File: src/rtl/led_pkg.sv
// rtl/led_pkg.sv - shared types, defaults and Gray helper for the LED bank arbiter
package led_pkg;

  localparam int LEDS_DEFAULT      = 5;
  localparam int LOG2DELAY_DEFAULT = 21;

  typedef enum logic [1:0] {
    IDLE    = 2'd0,
    SHOW    = 2'd1,
    RELEASE = 2'd2
  } state_t;

  function automatic logic [31:0] gray32(input logic [31:0] x);
    return x ^ (x >> 1);
  endfunction

endpackage

File: src/rtl/led_tick_prescaler.sv
// rtl/led_tick_prescaler.sv - free-running prescaler, one-cycle tick when the counter is all-ones
module led_tick_prescaler
  import led_pkg::*;
#(
  parameter int LOG2DELAY = LOG2DELAY_DEFAULT
) (
  input  logic clk,
  input  logic rst,
  output logic tick
);

  logic [LOG2DELAY-1:0] cnt;

  always_ff @(posedge clk or posedge rst) begin
    if (rst) begin
      cnt <= '0;
    end else begin
      cnt <= cnt + LOG2DELAY'(1);
    end
  end

  assign tick = &cnt;

endmodule

File: src/rtl/led_bank_arbiter.sv
// rtl/led_bank_arbiter.sv - round-robin owner of one LED bank; shows Gray idle count when unowned
module led_bank_arbiter
  import led_pkg::*;
#(
  parameter int NUM_REQ   = 3,
  parameter int LEDS      = LEDS_DEFAULT,
  parameter int LOG2DELAY = LOG2DELAY_DEFAULT,
  parameter int HOLD_W    = 4
) (
  input  logic                       clk,
  input  logic                       rst,
  input  logic [NUM_REQ-1:0]         req,
  input  logic [NUM_REQ*LEDS-1:0]    req_pattern,
  input  logic [NUM_REQ*HOLD_W-1:0]  req_hold,
  output logic [NUM_REQ-1:0]         gnt,
  output logic [NUM_REQ-1:0]         done,
  output logic                       busy,
  output logic [LEDS-1:0]            led
);

  localparam int IW = $clog2(NUM_REQ);

  state_t              state, state_next;
  logic                tick;
  logic [IW-1:0]       owner, rr_ptr, win;
  logic [HOLD_W-1:0]   remaining, win_hold;
  logic [LEDS-1:0]     idle_cnt, pattern, win_pattern, idle_gray;
  logic [IW:0]         pick;
  logic                completed, grant, owner_req, abort, finish;

  // Returns {found, index}: first set request scanning ptr, ptr+1, ... modulo NUM_REQ.
  function automatic logic [IW:0] rr_pick(input logic [NUM_REQ-1:0] r, input logic [IW-1:0] ptr);
    logic [IW:0]        res;
    logic [NUM_REQ-1:0] shifted;
    int                 idx;
    res = '0;
    for (int k = NUM_REQ - 1; k >= 0; k--) begin
      idx     = (int'(ptr) + k) % NUM_REQ;
      shifted = r >> idx;
      if (shifted[0]) res = {1'b1, IW'(idx)};
    end
    return res;
  endfunction

  led_tick_prescaler #(.LOG2DELAY(LOG2DELAY)) u_prescaler (
    .clk  (clk),
    .rst  (rst),
    .tick (tick)
  );

  always_comb begin
    pick        = rr_pick(req, rr_ptr);
    win         = pick[IW-1:0];
    owner_req   = |(req & (NUM_REQ'(1) << owner));
    grant       = (state == IDLE) && pick[IW];
    abort       = (state == SHOW) && !owner_req;
    finish      = (state == SHOW) && owner_req && tick && (remaining == HOLD_W'(1));
    win_pattern = LEDS'(req_pattern >> (int'(win) * LEDS));
    win_hold    = HOLD_W'(req_hold >> (int'(win) * HOLD_W));
    idle_gray   = LEDS'(gray32(32'(idle_cnt)));
  end

  always_ff @(posedge clk or posedge rst) begin
    if (rst) begin
      state <= IDLE;
    end else begin
      state <= state_next;
    end
  end

  always_comb begin
    state_next = state;
    case (state)
      IDLE:    if (grant) state_next = SHOW;
      SHOW:    if (abort || finish) state_next = RELEASE;
      RELEASE: state_next = IDLE;
      default: state_next = IDLE;
    endcase
  end

  // gnt/busy/done decode straight from registers so an async reset clears them at once.
  always_comb begin
    gnt  = '0;
    done = '0;
    busy = 1'b0;
    case (state)
      SHOW: begin
        gnt  = NUM_REQ'(1) << owner;
        busy = 1'b1;
      end
      RELEASE: if (completed) done = NUM_REQ'(1) << owner;
      default: ;
    endcase
  end

  always_ff @(posedge clk or posedge rst) begin
    if (rst) begin
      owner     <= '0;
      rr_ptr    <= '0;
      remaining <= '0;
      completed <= 1'b0;
      idle_cnt  <= '0;
      pattern   <= '0;
      led       <= '0;
    end else begin
      if (state == IDLE && tick) idle_cnt <= idle_cnt + LEDS'(1);
      case (state)
        IDLE: begin
          if (grant) begin
            owner     <= win;
            rr_ptr    <= (win == IW'(NUM_REQ - 1)) ? '0 : win + IW'(1);
            pattern   <= win_pattern;
            remaining <= (win_hold == '0) ? HOLD_W'(1) : win_hold;
            completed <= 1'b0;
            led       <= win_pattern;
          end else begin
            led <= idle_gray;
          end
        end
        SHOW: begin
          led       <= pattern;
          completed <= finish;
          if (!abort && tick) remaining <= remaining - HOLD_W'(1);
        end
        default: led <= idle_gray;
      endcase
    end
  end

endmodule
File: config.mk
export PLATFORM = sky130hd
export DESIGN_NAME = led_bank_arbiter
export DESIGN_NICKNAME = d
export VERILOG_FILES = /design/src/rtl/led_pkg.sv /design/src/rtl/led_tick_prescaler.sv /design/src/rtl/led_bank_arbiter.sv
export SDC_FILE = /design/constraint.sdc
export NUM_CORES = 1
export LEC_CHECK = 0
export BUFFER_PORTS_ARGS = -buffer_cell sky130_fd_sc_hd__buf_4
export CAP_MARGIN = 20
export CORE_ASPECT_RATIO = 0.75
export CORE_UTILIZATION = 45
export CTS_CLUSTER_DIAMETER = 150
export DETAILED_ROUTE_END_ITERATION = 6
export PLACE_DENSITY = 0.66
export REMOVE_ABC_BUFFERS = 1
export SLEW_MARGIN = 20
export SYNTH_ARGS = -nofsm -noshare
export SYNTH_HDL_FRONTEND = slang
export SYNTH_HIERARCHICAL = 1
export SYNTH_SLANG_ARGS = --single-unit
File: constraint.sdc
create_clock -name clk -period 3.5 [get_ports clk]
set_input_delay 0.7 -clock clk [delete_from_list [all_inputs] [get_ports clk]]
set_output_delay 0.7 -clock clk [all_outputs]
set_load 0.05 [all_outputs]
==> impl_metrics.csv <==
group,metric,value,unit
synthesis,synth-seq-cells,47,
power_and_ir_drop,power_density,792,mW/mm²
layout,drive_gt1_share,22.3,%
routing,viasPerCell,5.28,
clocking,path_clk_slew,0.08,ns
outcome,outcome,"finished, final reports clean",
sta,finalCritPeriodShare,96.2,%
routing,via_count,2142,
routing,dr_wl_met3,252,µm
critical_path,start_kind,"register",
min_path,holdCritPathClass,"primary input to asynchronous set/reset pin",
synthesis,seq_area_frac_synth,42.8,%
die,fp.dieW,92.2,µm
power_and_ir_drop,power.static_leakage,1.58,nW
sta,max_clock_freq,297,MHz
routing,drc_errors,0,
global_routing,grt_first_pass_wirelength,9.60,mm
placement,io_buffers,43,
placement,dpl.hpwl,4.37,mm
routing,top_layer,"met4",
critical_path,crit_type,"register to register",
layout,nets,375,
die,ios,44,
routing,antenna_left,0,
sta,finalClockSkew,0.00520,ns
sta,rsz0062_at_grt,"no",
synthesis,synth_area,0.00275,mm²
power_and_ir_drop,total_power,0.00260,W
routing,dr.pass1.iters,4,
die,die-area,0.00642,mm²
routing,wl_per_cell,14.0,µm
clocking,htreeDepth,2,
clocking,clk_root_buffer_cell,"clkbuf_8",
layout,diodes,0,
critical_path,crit_path_end_kind,"register",
power_and_ir_drop,pwr-share-seq,28.7,%
layout,nFillCells,523,
clocking,cts_made_buffers,5,
synthesis,syn_inst,279,
power_and_ir_drop,comb_power_share,59.2,%
clocking,clkSinkCount,47,
power_and_ir_drop,p_int,0.00141,W
global_routing,grt_use_total,19.0,%
sta,finalHoldViolations,0,
synthesis,synth_cell_type_count,58,
sta,worst_pin_slew,0.764,ns
critical_path,arrival,3.59,ns
global_routing,grt_overflow,0,
job,cap_violations,0,
power_and_ir_drop,power_frac_clock,12.1,%
routing,wl_met1,2.90,mm
layout,area_growth,19.6,%
global_routing,grt_max_degree,27,
sta,drv_slew,0,
synthesis,ys_async_sr_fraction,100,%
synthesis,ys.flop_type,"dfrtp_1",
placement,place.gp.congestion,0.798,
die,core-area,0.00586,mm²
power_and_ir_drop,ir_drop,0.281,mV
clocking,postCtsHoldBufs,0,
sta,tns,0,ns
synthesis,avgSynthCellArea,9.84,µm²
sta,worst_hold_slack,0.318,ns
routing,drt-total-wl,5.70,mm
sta,layout_min_cycle_time,3.37,ns
power_and_ir_drop,switching_share,45.8,%
critical_path,crit_path_max_fanout,5,
clocking,clock_latency,0.30,ns
sta,relSlewSlack,49.0,%
global_routing,antenna_found_initial,0,
critical_path,cp.required,3.72,ns
die,start_util,46.9,%
die,die_height,69.6,µm
routing,met2_wirelength,2.50,mm
sta,finalSetupViolCount,0,
clocking,cts_buffer_depth,2,
synthesis,yosys_warnings,6,
clocking,cts_tree,"done",
power_and_ir_drop,power_switching,0.00119,W
die,core.rowCount,24,
global_routing,grt_pass1_vias,2024,
synthesis,synth_edf_count,0,
routing,drt-initial-drc-count,105,
cell usage after synthesis (7+ instances only):
| master | n | area, µm² |
|---|---|---|
| xnor2_1 | 14 | 123 |
| inv_1 | 21 | 78.8 |
| o21ai_0 | 7 | 35.0 |
| nand2_1 | 18 | 67.6 |
| nor2_1 | 19 | 71.3 |
| dfrtp_1 | 47 | 1180 |
| ha_1 | 16 | 200 |
| xor2_1 | 10 | 87.6 |
| nand4_1 | 9 | 56.3 |
| nand3_1 | 18 | 90.1 |
| a21oi_1 | 10 | 50.1 |
layout by cell type, fill, tap and decap left out, types with 5 or more instances in the layout:
cell	synthesis	layout
nor2_1	19	19
ha_1	16	16
clkbuf_8	0	5
xnor2_1	14	14
inv_1	21	20
a21oi_1	10	10
nand2_1	18	18
nand4_1	9	9
o21ai_0	7	7
nor3_1	5	5
buf_4	0	49
dfrtp_1	47	46
nand3_1	18	18
xor2_1	10	10
cell type report:
type | count | area [µm²] | share of cell area (%)
Clock buffer | 6 | 72.6 | 2.21
Sequential cell | 47 | 1180 | 35.8
Multi-Input combinational cell | 202 | 1450 | 44.2
Inverter | 21 | 78.8 | 2.40
Tap cell | 78 | 97.6 | 2.97
Timing Repair Buffer | 50 | 395 | 12.0
Clock inverter | 2 | 12.5 | 0.381
cells by family (layout without fill, tap and decap cells):
| kind of cell | after synthesis | count (layout) | share of synthesized area, % |
|---|---|---|---|
| compound gates | 55 | 55 | 14.6 |
| xor+xnor | 24 | 24 | 7.66 |
| fa+ha+maj | 16 | 16 | 7.29 |
| buf+inv | 30 | 79 | 4.51 |
| flops | 47 | 47 | 42.8 |
| mux | 6 | 6 | 2.69 |
| simple gates | 101 | 101 | 20.4 |
stage by stage:
stage          area, µm²  utilization (%)  setup slack (ns)  instances
6_report            3280             56.1             0.133        406
4_1_cts             3240             55.4             0.140        404
5_1_grt             3280             56.1            0.0109        406
2_1_floorplan       2700                -            0.0631        270
3_5_place_dp        3160             53.9             0.172        396
3_3_place_gp        3160             53.9             0.272        396
critical path, cell delays in order, from the launching register on:
cell and delay, ns:
dfrtp_1 0.43, inv_1 0.13, ha_1 0.34, nand3b_1 0.17
ha_1 0.29, nand4bb_2 0.30, o21ai_4 0.23, a211oi_2 0.12
or3_1 0.39, a221o_1 0.36, or3_1 0.37, o22ai_1 0.16
per-layer routing:
metal / vias up / GRT usage (%)
met2: 40 / 29.1
li1: 1093 / -
met5: - / 0
met3: 5 / 3.84
met4: 0 / 4.17
met1: 1004 / 27.7
path summary, 6_finish.rpt:
check                                    startpoint                   to  slack, ns  cells past startpoint
worst min-delay path                            rst            rr_ptr[0]       0.32                      2
max in group asynchronous                       rst  u_prescaler/cnt[10]       2.47                      2
worst max register to register            rr_ptr[0]         remaining[0]       0.13                     11
min in group clk                u_prescaler/cnt[20]  u_prescaler/cnt[20]       0.48                      1
worst min register to register  u_prescaler/cnt[20]  u_prescaler/cnt[20]       0.48                      1
worst max-delay path                      rr_ptr[0]         remaining[0]       0.13                     11
state kept, by name (all words and copies together) (netlist names):
signal	count
idle_cnt	5
pattern	5
rr_ptr	2
remaining	4
completed	1
owner	2
state	2
u_prescaler/cnt	21
led	5
repair_timing:
action,4_1_cts,5_1_grt
setup buffers,0,1
resized for setup,0,2
endpoints found under the setup margin,0,3
hold endpoints to repair,0,0
power groups by stage:
stage / Sequential (W) / Clock [W] / Combinational [W]
after global placement: 0.000756 / 0 / 0.00149
after global routing: 0.000760 / 0.000346 / 0.00169
after floorplan: 0.000828 / 0 / 0.000996
after detailed placement: 0.000755 / 0 / 0.00152
after CTS: 0.000745 / 0.000326 / 0.00152
final: 0.000747 / 0.000316 / 0.00154
Power figures use the tool's default switching activity.
